===== src/rtl/uart_pkg.sv =====
// Shared UART definitions: receiver FSM states, oversampling constants and
// the width helper for the per-state tick counter.
package uart_pkg;

  typedef enum logic [1:0] {
    IDLE,
    START,
    DATA,
    STOP
  } uart_state_e;

  localparam int OVERSAMPLE = 16;
  localparam int MID_TICK   = OVERSAMPLE / 2 - 1;
  localparam int LAST_TICK  = OVERSAMPLE - 1;

  // Must be able to count up to stop_ticks-1; never narrower than one bit period.
  function automatic int tick_cnt_width(input int stop_ticks);
    return (stop_ticks > OVERSAMPLE) ? $clog2(stop_ticks) : $clog2(OVERSAMPLE);
  endfunction

endpackage


===== src/rtl/uart_receiver_if.sv =====
// Line and byte-side signals of the UART receiver; the receiver takes the slave
// view, whoever drives the line and baud divisor takes the master view.
interface uart_receiver_if #(
  parameter int DATA_BITS = 8
);
  logic                 rx;
  logic [9:0]           timer_final_value;
  logic [DATA_BITS-1:0] data_out;
  logic                 rx_done_tick;
  logic                 framing_err;

  modport master (
    output rx, timer_final_value,
    input  data_out, rx_done_tick, framing_err
  );

  modport slave (
    input  rx, timer_final_value,
    output data_out, rx_done_tick, framing_err
  );
endinterface


===== src/rtl/uart_baud_tick.sv =====
// Free-running oversample tick generator: one tick every timer_final_value+1 clocks.
// Shared between the UART transmit and receive paths.
module uart_baud_tick (
  input  logic       clk,
  input  logic       reset,
  input  logic [9:0] timer_final_value,
  output logic       tick
);
  logic [9:0] count_q, count_d;

  // ">=" rather than "==" so a divisor lowered below count ticks at once instead of wrapping.
  always_comb begin
    tick    = 1'b0;
    count_d = count_q + 10'd1;
    if (count_q >= timer_final_value) begin
      tick    = 1'b1;
      count_d = '0;
    end
  end

  always_ff @(posedge clk) begin
    if (!reset) begin
      count_q <= '0;
    end else begin
      count_q <= count_d;
    end
  end
endmodule


===== src/rtl/uart_receiver.sv =====
// 16x-oversampling UART receiver: 1 start, data_bits data (LSB first), stop.
// Good frames update data_out with a one-clock rx_done_tick; a low stop bit pulses framing_err.
module uart_receiver
  import uart_pkg::*;
#(
  parameter int data_bits  = 8,
  parameter int stop_ticks = 16
) (
  input  logic           clk,
  input  logic           reset,
  uart_receiver_if.slave bus
);
  localparam int S_W = tick_cnt_width(stop_ticks);
  localparam int N_W = $clog2(data_bits + 1);
  localparam logic [S_W-1:0] S_MID  = S_W'(MID_TICK);
  localparam logic [S_W-1:0] S_LAST = S_W'(LAST_TICK);
  localparam logic [S_W-1:0] S_END  = S_W'(stop_ticks - 1);
  localparam logic [N_W-1:0] N_DONE = N_W'(data_bits);

  logic                 tick;
  logic                 rxs;
  logic                 sync1_q, sync1_d, sync2_q, sync2_d;
  uart_state_e          state_q, state_d;
  logic [S_W-1:0]       s_q, s_d;
  logic [N_W-1:0]       n_q, n_d;
  logic [data_bits-1:0] b_q, b_d;
  logic [data_bits-1:0] data_out_q, data_out_d;
  logic                 stop_ok_q, stop_ok_d;
  logic                 done_q, done_d;
  logic                 ferr_q, ferr_d;

  uart_baud_tick u_baud_tick (
    .clk               (clk),
    .reset             (reset),
    .timer_final_value (bus.timer_final_value),
    .tick              (tick)
  );

  assign rxs = sync2_q;

  always_comb begin
    sync1_d    = bus.rx;
    sync2_d    = sync1_q;
    state_d    = state_q;
    s_d        = s_q;
    n_d        = n_q;
    b_d        = b_q;
    data_out_d = data_out_q;
    stop_ok_d  = stop_ok_q;
    done_d     = 1'b0;
    ferr_d     = 1'b0;

    case (state_q)
      IDLE: begin
        if (!rxs) begin
          s_d     = '0;
          state_d = START;
        end
      end
      START: begin
        if (tick) begin
          if (s_q == S_MID) begin
            if (!rxs) begin
              s_d     = '0;
              n_d     = '0;
              state_d = DATA;
            end else begin
              state_d = IDLE;
            end
          end else begin
            s_d = s_q + 1'b1;
          end
        end
      end
      DATA: begin
        // After the last shift, linger half a bit so STOP counts from the stop-bit edge.
        if (tick) begin
          if (n_q == N_DONE) begin
            if (s_q == S_MID) begin
              s_d     = '0;
              state_d = STOP;
            end else begin
              s_d = s_q + 1'b1;
            end
          end else if (s_q == S_LAST) begin
            b_d = {rxs, b_q[data_bits-1:1]};
            s_d = '0;
            n_d = n_q + 1'b1;
          end else begin
            s_d = s_q + 1'b1;
          end
        end
      end
      STOP: begin
        if (tick) begin
          if (s_q == S_MID) begin
            stop_ok_d = rxs;
          end
          if (s_q == S_END) begin
            state_d = IDLE;
            if (stop_ok_q) begin
              data_out_d = b_q;
              done_d     = 1'b1;
            end else begin
              ferr_d = 1'b1;
            end
          end else begin
            s_d = s_q + 1'b1;
          end
        end
      end
      default: state_d = IDLE;
    endcase
  end

  always_ff @(posedge clk) begin
    if (!reset) begin
      sync1_q    <= 1'b1;
      sync2_q    <= 1'b1;
      state_q    <= IDLE;
      s_q        <= '0;
      n_q        <= '0;
      b_q        <= '0;
      data_out_q <= '0;
      stop_ok_q  <= 1'b0;
      done_q     <= 1'b0;
      ferr_q     <= 1'b0;
    end else begin
      sync1_q    <= sync1_d;
      sync2_q    <= sync2_d;
      state_q    <= state_d;
      s_q        <= s_d;
      n_q        <= n_d;
      b_q        <= b_d;
      data_out_q <= data_out_d;
      stop_ok_q  <= stop_ok_d;
      done_q     <= done_d;
      ferr_q     <= ferr_d;
    end
  end

  assign bus.data_out     = data_out_q;
  assign bus.rx_done_tick = done_q;
  assign bus.framing_err  = ferr_q;
endmodule


===== src/flat_wrapper.sv =====
// flat-port wrapper written by rule: the top's interface ports become plain ports
module uart_receiver_flat import uart_pkg::*;
#(
  parameter int data_bits  = 8,
  parameter int stop_ticks = 16
)
  (clk, reset, bus_rx, bus_timer_final_value, bus_data_out, bus_rx_done_tick, bus_framing_err);
  uart_receiver_if #(.DATA_BITS(8)) bus_i ();
  input  logic clk;
  input  logic reset;
  input wire logic [$bits(bus_i.rx)-1:0] bus_rx;
  input wire logic [$bits(bus_i.timer_final_value)-1:0] bus_timer_final_value;
  output wire logic [$bits(bus_i.data_out)-1:0] bus_data_out;
  output wire logic [$bits(bus_i.rx_done_tick)-1:0] bus_rx_done_tick;
  output wire logic [$bits(bus_i.framing_err)-1:0] bus_framing_err;
  assign bus_i.rx = bus_rx;
  assign bus_i.timer_final_value = bus_timer_final_value;
  assign bus_data_out = bus_i.data_out;
  assign bus_rx_done_tick = bus_i.rx_done_tick;
  assign bus_framing_err = bus_i.framing_err;
  uart_receiver #(.data_bits(data_bits), .stop_ticks(stop_ticks)) u_core (.clk(clk), .reset(reset), .bus(bus_i));
endmodule

===== config.mk =====
export PLATFORM = sky130hd
export DESIGN_NAME = uart_receiver_flat
export DESIGN_NICKNAME = d
export VERILOG_FILES = /design/src/rtl/uart_pkg.sv /design/src/rtl/uart_receiver_if.sv /design/src/rtl/uart_baud_tick.sv /design/src/rtl/uart_receiver.sv /design/src/flat_wrapper.sv
export SDC_FILE = /design/constraint.sdc
export NUM_CORES = 1
export LEC_CHECK = 0
export CAP_MARGIN = 0
export CORE_ASPECT_RATIO = 0.75
export CORE_UTILIZATION = 56
export DETAILED_ROUTE_END_ITERATION = 6
export GPL_ROUTABILITY_DRIVEN = 0
export PLACE_DENSITY = 0.84
export SYNTH_ARGS = -nofsm -noshare
export SYNTH_HDL_FRONTEND = slang
export SYNTH_SLANG_ARGS = --single-unit

===== constraint.sdc =====
create_clock -name clk -period 2.4 [get_ports clk]
set_input_delay 0.48 -clock clk [delete_from_list [all_inputs] [get_ports clk]]
set_output_delay 0.48 -clock clk [all_outputs]
set_load 0.02 [all_outputs]

-- Word level (Yosys, flattened, before mapping)
Index checks and enable logic that the tools add are counted.
- memory bits (writable): 0
- latch bits: 0
- memory bits (read-only): 0
- memories: 0
- register bits after elaboration: 41
- reduce and logical (&&, ||, !) cells: 10
- add/subtract/negate cells: 3
- shift-type cells: 0
- multiply operators: 0
- magnitude comparators: 1
- muxes and demuxes: 30
- equal/unequal tests: 18
- bitwise logic cells: 2
- div/mod/pow operators: 0
- operators with widths (cell ; count):
    two-way mux 4 bit ; 15
    two-way mux 2 bit ; 9
    inequality test 2 x 1 -> 1 bit, second input constant ; 8
    one-hot mux 4 bit (4 select lines) ; 1
    AND reduction 4 bit ; 4
    adder 10 x 1 -> 10 bit, second input constant ; 1
    >= comparator 10 bit ; 1
    adder 4 x 1 -> 4 bit, second input constant ; 2
    equality test 4 bit, second input constant ; 2
    inequality test 2 bit, second input constant ; 4
    one-hot mux 2 bit (4 select lines) ; 1
    one-hot mux 4 bit (2 select lines) ; 1
    AND reduction 8 bit ; 1
    AND reduction 7 bit ; 1
    equality test 2 bit, second input constant ; 2
    equality test 4 x 3 -> 1 bit, second input constant ; 1
    two-way mux 1 bit ; 3
    AND reduction 3 bit ; 1
    equality test 2 x 1 -> 1 bit, second input constant ; 1
    zero test 2 bit ; 1
    NOT 1 bit ; 2
    nonzero test 2 bit ; 1
    OR reduction 2 bit ; 1

-- Depth between registers and ports, before layout
- depth in word-level cells: 5
- depth in mapped cells: 9
- gate-level depth less buffers: 8

-- Modules after synthesis
From an unflattened synthesis, not the netlist that was laid out.
- cells, all modules: 221
- area total of the unflattened synthesis: 2034.5 um2
- modules (own cells, without submodules) (module ; cells each ; area an instance (um2) ; times used):
    uart_receiver ; 144 ; 1377.6 ; 1
    uart_baud_tick ; 77 ; 656.9 ; 1

-- Worst setup path after synthesis
OpenSTA, ideal clock, no wires.
- path type: input to register
- start point: input port bus_timer_final_value[7]
- end point: register u_core.data_out_q[0] (netlist: u_core.bus.data_out[0])
- arrival: 2.073 ns
- library setup time: 0.128 ns
- path buffers: 1
- setup slack: 0.200 ns
- stages on the path: 9
- path through: inv_1 ha_1 a211oi_1 nor2_1 a211o_2 o2111ai_1 buf_4 mux2i_1 nor2_1
- word-level cells in the longest chain between the ends: 3
- ends and longest elaborated chain (element ; RTL line ; source):
    start: declaration ; flat_wrapper.sv:12 ; input wire logic [$bits(bus_i.timer_final_value)-1:0] bus_timer_final_value;
    >= comparator 10 bit ; uart_baud_tick.sv:15 ; if (count_q >= timer_final_value) begin
    two-way mux 1 bit ; uart_baud_tick.sv:15 ;
    AND reduction 4 bit (no line) ; - ;
    end signal: assignment ; uart_receiver.sv:135 ; data_out_q <= data_out_d;
    end: declaration ; uart_receiver.sv:27 ; logic [data_bits-1:0] data_out_q, data_out_d;
Every way passes these cells.
A chain may end at the register's enable or synchronous reset.

-- Worst setup path in the final report
- start point: input port bus_timer_final_value[3]
- end point: register u_core.s_q[3]
- word-level cells in the longest chain between the ends: 4
- ends and longest elaborated chain (element ; RTL line ; source):
    >= comparator 10 bit (*) ; uart_baud_tick.sv:15 ;
    two-way mux 1 bit (*) ; uart_baud_tick.sv:15 ;
    inequality test 2 x 1 -> 1 bit (no line) ; - ;
    AND reduction 4 bit (no line) (*) ; - ;
    end signal: assignment ; uart_receiver.sv:121 ; s_q <= '0;
    end signal: assignment ; uart_receiver.sv:132 ; s_q <= s_d;
    end: declaration ; uart_receiver.sv:24 ; logic [S_W-1:0] s_q, s_d;
Every way passes the cells marked *; elsewhere a longest branch is shown, timed or not.

==> load_flow_metrics.sql <==
INSERT INTO impl_metrics (metric_group, metric, value, unit) VALUES
('outcome', 'status', 'completed', ''),
('worst_setup_path', 'regToRegSetupSlack', '0.17', 'ns'),
('logic_synthesis', 'synthDistinctLibCells', '46', ''),
('floorplanning', 'die_h', '56.2', 'um'),
('timing', 'fin_skew', '0.00729', 'ns'),
('hold_path', 'path_type_of_the_worst_min_delay_path', 'reg -> reg', ''),
('placement', 'placement.io_buffers', '22', ''),
('drt', 'detailedRoute.firstPassIterationCount', '4', ''),
('timing', 'fin_worst_hold_slack', '0.411', 'ns'),
('clock_tree', 'numCtsBuffers', '5', ''),
('floorplanning', 'floorplan.initialDensity', '59.2', '%'),
('logic_synthesis', 'synth_async_sr_flop_share', '0', '%'),
('grt', 'grt_pass1_vias', '1877', ''),
('final_layout', 'antenna_diodes', '0', ''),
('final_layout', 'syn_to_final_growth', '34.9', '%'),
('floorplanning', 'core_region_area', '3710', 'um^2'),
('clock_tree', 'clk_pin_slew_worst_paths', '0.08', 'ns'),
('grt', 'grt_usage', '27.6', '%'),
('drt', 'detailedRoute.firstIterationViolations', '168', ''),
('clock_tree', 'clock-sinks', '41', ''),
('drt', 'wl', '5900', 'um'),
('clock_tree', 'cts_root_buffer', 'clkbuf_8', ''),
('worst_setup_path', 'endpoint', 'u_core.s_q[3]', ''),
('logic_synthesis', 'netlist.area_leader.share', '37.4', '%'),
('worst_setup_path', 'regToRegEndpoint', 'u_core.s_q[0]', ''),
('logic_synthesis', 'count_of_synthesis_stage_warnings_from_yosys', '0', ''),
('grt', 'antenna_violations_before_repair', '0', ''),
('worst_setup_path', 'cp.buffers_inverters', '3', ''),
('floorplanning', 'rows', '19', ''),
('clock_tree', 'hold_bufs_at_cts', '0', ''),
('hold_path', 'holdPathStages', '1', ''),
('placement', 'place.detailed.hpwl', '3430', 'um'),
('timing', 'period_minus_slack', '2.36', 'ns'),
('worst_setup_path', 'critPathKind', 'in -> reg', ''),
('grt', 'pin_count_of_the_biggest_net_entering_global_routing', '29', ''),
('logic_synthesis', 'synth.top_cells.by_area', 'dfxtp_1 (37%), ha_1 (11%), nor2_1 (5.5%)', ''),
('worst_setup_path', 'critPathTopFamily', 'buffers and inverters', ''),
('logic_synthesis', 'synth.avg_cell_area', '8.54', 'um^2'),
('worst_setup_path', 'critical_path.startpoint', 'bus_timer_final_value[3]', ''),
('logic_synthesis', 'synth.yosys.seq_area_share', '37.4', '%'),
('worst_setup_path', 'wp_data_arrival', '2.56', 'ns'),
('final_layout', 'layout-drive-gt1-share', '21.2', '%'),
('drt', 'wl_per_cell', '16.7', 'um'),
('floorplanning', 'pin_count', '23', ''),
('logic_synthesis', 'most_area_hungry_cell_type_in_the_yosys_netlist', 'dfxtp_1', ''),
('power', 'finalPower', '1.47', 'mW'),
('power', 'power.leakage', '1.21', 'nW'),
('logic_synthesis', 'net_count_after_synthesis', '289', ''),
('power', 'p_per_area', '497', 'nW/um^2'),
('worst_setup_path', 'critical_path_depth_in_cells', '10', ''),
('clock_tree', 'tritoncts_clock_tree', 'done', ''),
('timing', 'report.final.setup_viol', '0', ''),
('timing', 'max_freq', '423', 'MHz'),
('clock_tree', 'clock_tree.buffer_depth', '2', ''),
('timing', 'worstMarginPinSlew', '0.512', 'ns'),
('floorplanning', 'die_area', '4180', 'um^2'),
('drt', 'routed-via-count', '2068', ''),
('drt', 'antenna_violating_nets_post_route', '0', ''),
('final_layout', 'mostFrequentLayoutCell', 'dfxtp_1', ''),
('floorplanning', 'die_x', '74.3', 'um'),
('logic_synthesis', 'yosys_register_bits', '41', ''),
('timing', 'period_share', '98.5', '%'),
('worst_setup_path', 'worst-r2r-cell-count', '8', ''),
('final_layout', 'mostFrequentLayoutCells', 'dfxtp_1 (41), nor2_1 (31), nand2_1 (21)', ''),
('worst_setup_path', 'crit_path_end_kind', 'flip-flop', ''),
('worst_setup_path', 'path_cells', 'clkdlybuf4s50_1 > inv_2 > ha_4 > nand4_1 > nor2_4 > a211o_4 > nor3_2 > buf_4 > or2_4 > o221a_1', ''),
('worst_setup_path', 'timing.critical_path.slowest_stage_cell', 'clkdlybuf4s50_1', ''),
('worst_setup_path', 'critPathMaxStageDelay', '0.48', 'ns'),
('power', 'vdd_drop_max', '508', 'uV'),
('placement', 'placed_instance_area', '2570', 'um^2'),
('clock_tree', 'cts_max_level', '2', '');
## cell usage after synthesis, types with 5 or more instances
master	n
mux2i_1	10
nor2_1	32
o21ai_0	13
a21oi_1	8
o31ai_1	5
xnor2_1	5
inv_1	19
nand2_1	22
dfxtp_1	41
nand3_1	18
ha_1	19
clkbuf_1	5
## repair_timing
action                                  4_1_cts  5_1_grt
buffers inserted                              3        3
gates resized for setup                      17       28
endpoints found under the setup margin       24       30
pin swaps                                    11       18
gates cloned                                  1        0
## area by class of cell
class,count,area [um^2],area share (%)
Clock buffer,5,68.8,2.32
Clock inverter,3,17.5,0.591
Inverter,19,71.3,2.41
Multi-Input combinational cell,189,1490,50.2
Sequential cell,41,821,27.7
Tap cell,52,65.1,2.20
Timing Repair Buffer,45,432,14.6
## report_power, final
group / total, mW / switching, mW / leakage (nW) / internal [mW]
logic: 0.283 / 0.157 / 0.833 / 0.126
clock network: 0.456 / 0.255 / 0.0439 / 0.201
registers: 0.732 / 0.0296 / 0.332 / 0.702
total: 1.47 / 0.441 / 1.21 / 1.03
## per-stage QoR
stage	worst slack (ns)	std cells	utilization [%]
after global placement	-0.439	340	69.2
after floorplan	0.200	257	-
after CTS	-0.00141	352	75.4
final	0.0357	354	79.9
after global routing	-0.0242	354	79.9
after detailed placement	-0.514	340	69.2
## sequential cells by signal, indices dropped and copies added (netlist names), named ones only
| name | cells |
|---|---|
| u_core.stop_ok_q | 1 |
| u_core.state_q | 1 |
| u_core.b_q | 8 |
| u_core.bus.rx_done_tick | 1 |
| u_core.sync1_q | 1 |
| u_core.bus.data_out | 8 |
| u_core.s_q | 4 |
| u_core.bus.framing_err | 1 |
| u_core.rxs | 1 |
| u_core.n_q | 4 |
| u_core.u_baud_tick.count_q | 10 |
## layer usage
metal	part of all wire, %	track usage (%)	vias up	routed length [um]
li1	-	-	995	-
met1	44	38.0	961	2590
met2	47	42.2	93	2780
met3	7.0	6.88	19	413
met4	2.1	8.63	0	124
met5	0	0	-	0
## cells by family after synthesis
family / Yosys count / synth area share [%]
and+or+nand+nor: 101 / 22.4
AOI/OAI and AO/OA: 50 / 16.1
DFF: 41 / 37.4
buffers and inverters: 27 / 5.19
adders and majority gates: 19 / 10.8
muxes: 10 / 4.56
xor gates and xnor gates: 9 / 3.59
## how the worst min path moves through the flow
| stage | start | to |
|---|---|---|
| after global placement | u_core.sync1_q | u_core.rxs |
| after detailed placement | u_core.sync1_q | u_core.rxs |
| after floorplan | u_core.sync1_q | u_core.rxs |
| final | u_core.sync1_q | u_core.rxs |
| after global routing | u_core.sync1_q | u_core.rxs |
| after CTS | u_core.sync1_q | u_core.rxs |
Power figures use the tool's default switching activity.
==> patch (same settings) <==
Reset style: asynchronous (`reset`), changed in 2 clocked blocks.
--- a/src/rtl/uart_baud_tick.sv
+++ b/src/rtl/uart_baud_tick.sv
@@ -18,7 +18,7 @@
     end
   end
 
-  always_ff @(posedge clk) begin
+  always_ff @(posedge clk or negedge reset) begin
     if (!reset) begin
       count_q <= '0;
     end else begin
--- a/src/rtl/uart_receiver.sv
+++ b/src/rtl/uart_receiver.sv
@@ -113,7 +113,7 @@
     endcase
   end
 
-  always_ff @(posedge clk) begin
+  always_ff @(posedge clk or negedge reset) begin
     if (!reset) begin
       sync1_q    <= 1'b1;
       sync2_q    <= 1'b1;
Behaviour: same outputs for any inputs over 10 cycles, from zero or initial values and one cycle with reset low; that may be too few to reach the edited logic, so the function may still have changed.
==> patch against the unedited design <==
- the run now ends with setup timing left
- area after synthesis up 1.4%
- synthesized cell count shrank 18%
- sequential cell count unchanged
- via count down 9.9%
- worst setup slack got worse by 0.073 ns
- critical path depth shrank 1
- final area shrank 4.9%
- wire length grew 3.5%
- highest routed layer unchanged
Power is not compared: it rests on default switching activity, and its combinational part moved more than twofold at a synthesized area within 25%.
==> patch: results (changes against the unedited design) <==
----------------------------------------------------
[Status]
  Outcome ... complete, but fails checks
  Violated checks ... setup timing

[Global route]
  Number of global-route vias before repair ... 1,747 (-6.9%)
  First-pass GRT wire length ... 8420 µm (-4.2%)
  Total Routing Usage GR ... 0.270 (-0.00614)
  Maximum number of pins on one net before global-route repair ... 42 (+45%)
  Initial antenna violation count ... 0 (unchanged)

[CTS]
  Clock slew at reported path FFs ... 0.08 ns (about the same)
  Post-CTS Setup Bufs ... 1 (-2)
  Maximum root-to-sink buffer count ... 2 (unchanged)
  CTS resizes ... 14 (-3)
  Clock root buffer ... clkbuf_8

[Routing]
  First-pass iteration count of the detailed router ... 7 (+3)
  Initial DRC Count ... 159 (-5.4%)
  Number of vias after detailed routing ... 1,864 (-9.9%)
  Vias/cell ... 6.30 (+7.8%)
  Post-detailed-routing wire length ... 6100 µm (+3.5%)
  Final routed DRC violation total ... 0 (unchanged)

[Synthesis]
  Count leader, synth ... dfrtp_1
  Adder and majority gate portion of the synthesized area ... 0.107 (-0.00152)
  Share of the synthesized area in compound gates (AO/OA/AOI/OAI) ... 0.116 (-0.0444)
  Synth Net Count ... 243 (-16%)
  Post-synthesis mux area share ... 0.0904 (+0.0449)
  Distinct cells, synth ... 37 (-20%)
  Top cells by count, synth ... dfrtp_1, inv_1, ha_1, nor2_1, mux2_2
  Leading post-synthesis cells by cell area ... dfrtp_1, ha_1, mux2_2, inv_1, nand3_1
  Share of synthesized flip-flops with an asynchronous set or reset ... 1.00 (+1.00)
  Post-synthesis average cell area ... 10.6 µm² (+24%)
  Xor and xnor fraction of the mapped netlist area ... 0.0354 (-0.000504)
  Sequential fraction of the synthesis area ... 0.462 (+0.0880)

[Critical path]
  Worst r2r src ... u_core.u_baud_tick.count_q[6]
  Largest fanout on the critical path ... 8 (+2)
  CP peak stage delay ... 0.46 ns (-0.02 ns)
  Worst setup slack for register-to-register paths ... 0.06 ns (-0.11 ns)
  R2R Path End ... u_core.bus.data_out[3]
  Origin of the worst setup path ... bus_timer_final_value[1]

[STA]
  Hold Worst Slack ... 0.301 ns (-0.110 ns)
  Post-route setup TNS ... -0.103 ns (-0.103 ns)
  Worst-case setup margin in the final layout ... -0.0377 ns (-0.0735 ns)
  Fin Clk Skew ... 0.00443 ns (-0.00286 ns)
  Final setup viols ... 8 (+8)
  Worst slew margin relative to its limit ... 0.411 (-0.246)

[Layout]
  Number of flip-flops under the largest register name ... 10 (unchanged)
  Number of fill cells ... 219 (-9.9%)
  Fraction of layout cells with a size suffix above 1 ... 0.266 (+0.0545)

[Placement]
  Cell Count Post-Placement ... 284 (-16%)
  Placed cell areas ... 0.00252 mm² (-1.9%)
  Detail Placement HPWL ... 3210 µm (-6.4%)
  Post-Place Setup Slack ... -0.409 ns (+0.105 ns)

[Power and ir drop]
  Leakage power ... 1.34 nW

[Min path]
  Worst min path class ... in2async

----------------------------------------------------
-- patch: cell count changes after synthesis, moves of 3 or more --
cell / delta
dfxtp_1: -41
dfrtp_1: +39
mux2_2: +17
nand2_1: -15
nor2_1: -13
mux2i_1: -9
o31ai_1: -5
nand3_1: -3
or4_1: -3
-- patch: cell type report --
| class | count | area (µm²) | area share |
|---|---|---|---|
| flip-flops and latches | 41 | 1030 | 0.365 |
| well taps | 52 | 65.1 | 0.0231 |
| multi-input cells | 143 | 1240 | 0.440 |
| inverters | 20 | 75.1 | 0.0266 |
| clock inverters | 2 | 35.0 | 0.0124 |
| repair buffers | 33 | 305 | 0.108 |
| clock buffers | 5 | 68.8 | 0.0244 |
-- patch: per-layer routing --
metal	GRT usage	share of wire	vias to the layer above
met5	0	0	-
met2	0.430	0.48	109
met1	0.368	0.42	913
li1	-	-	816
met4	0.0916	0.037	0
met3	0.0503	0.066	26
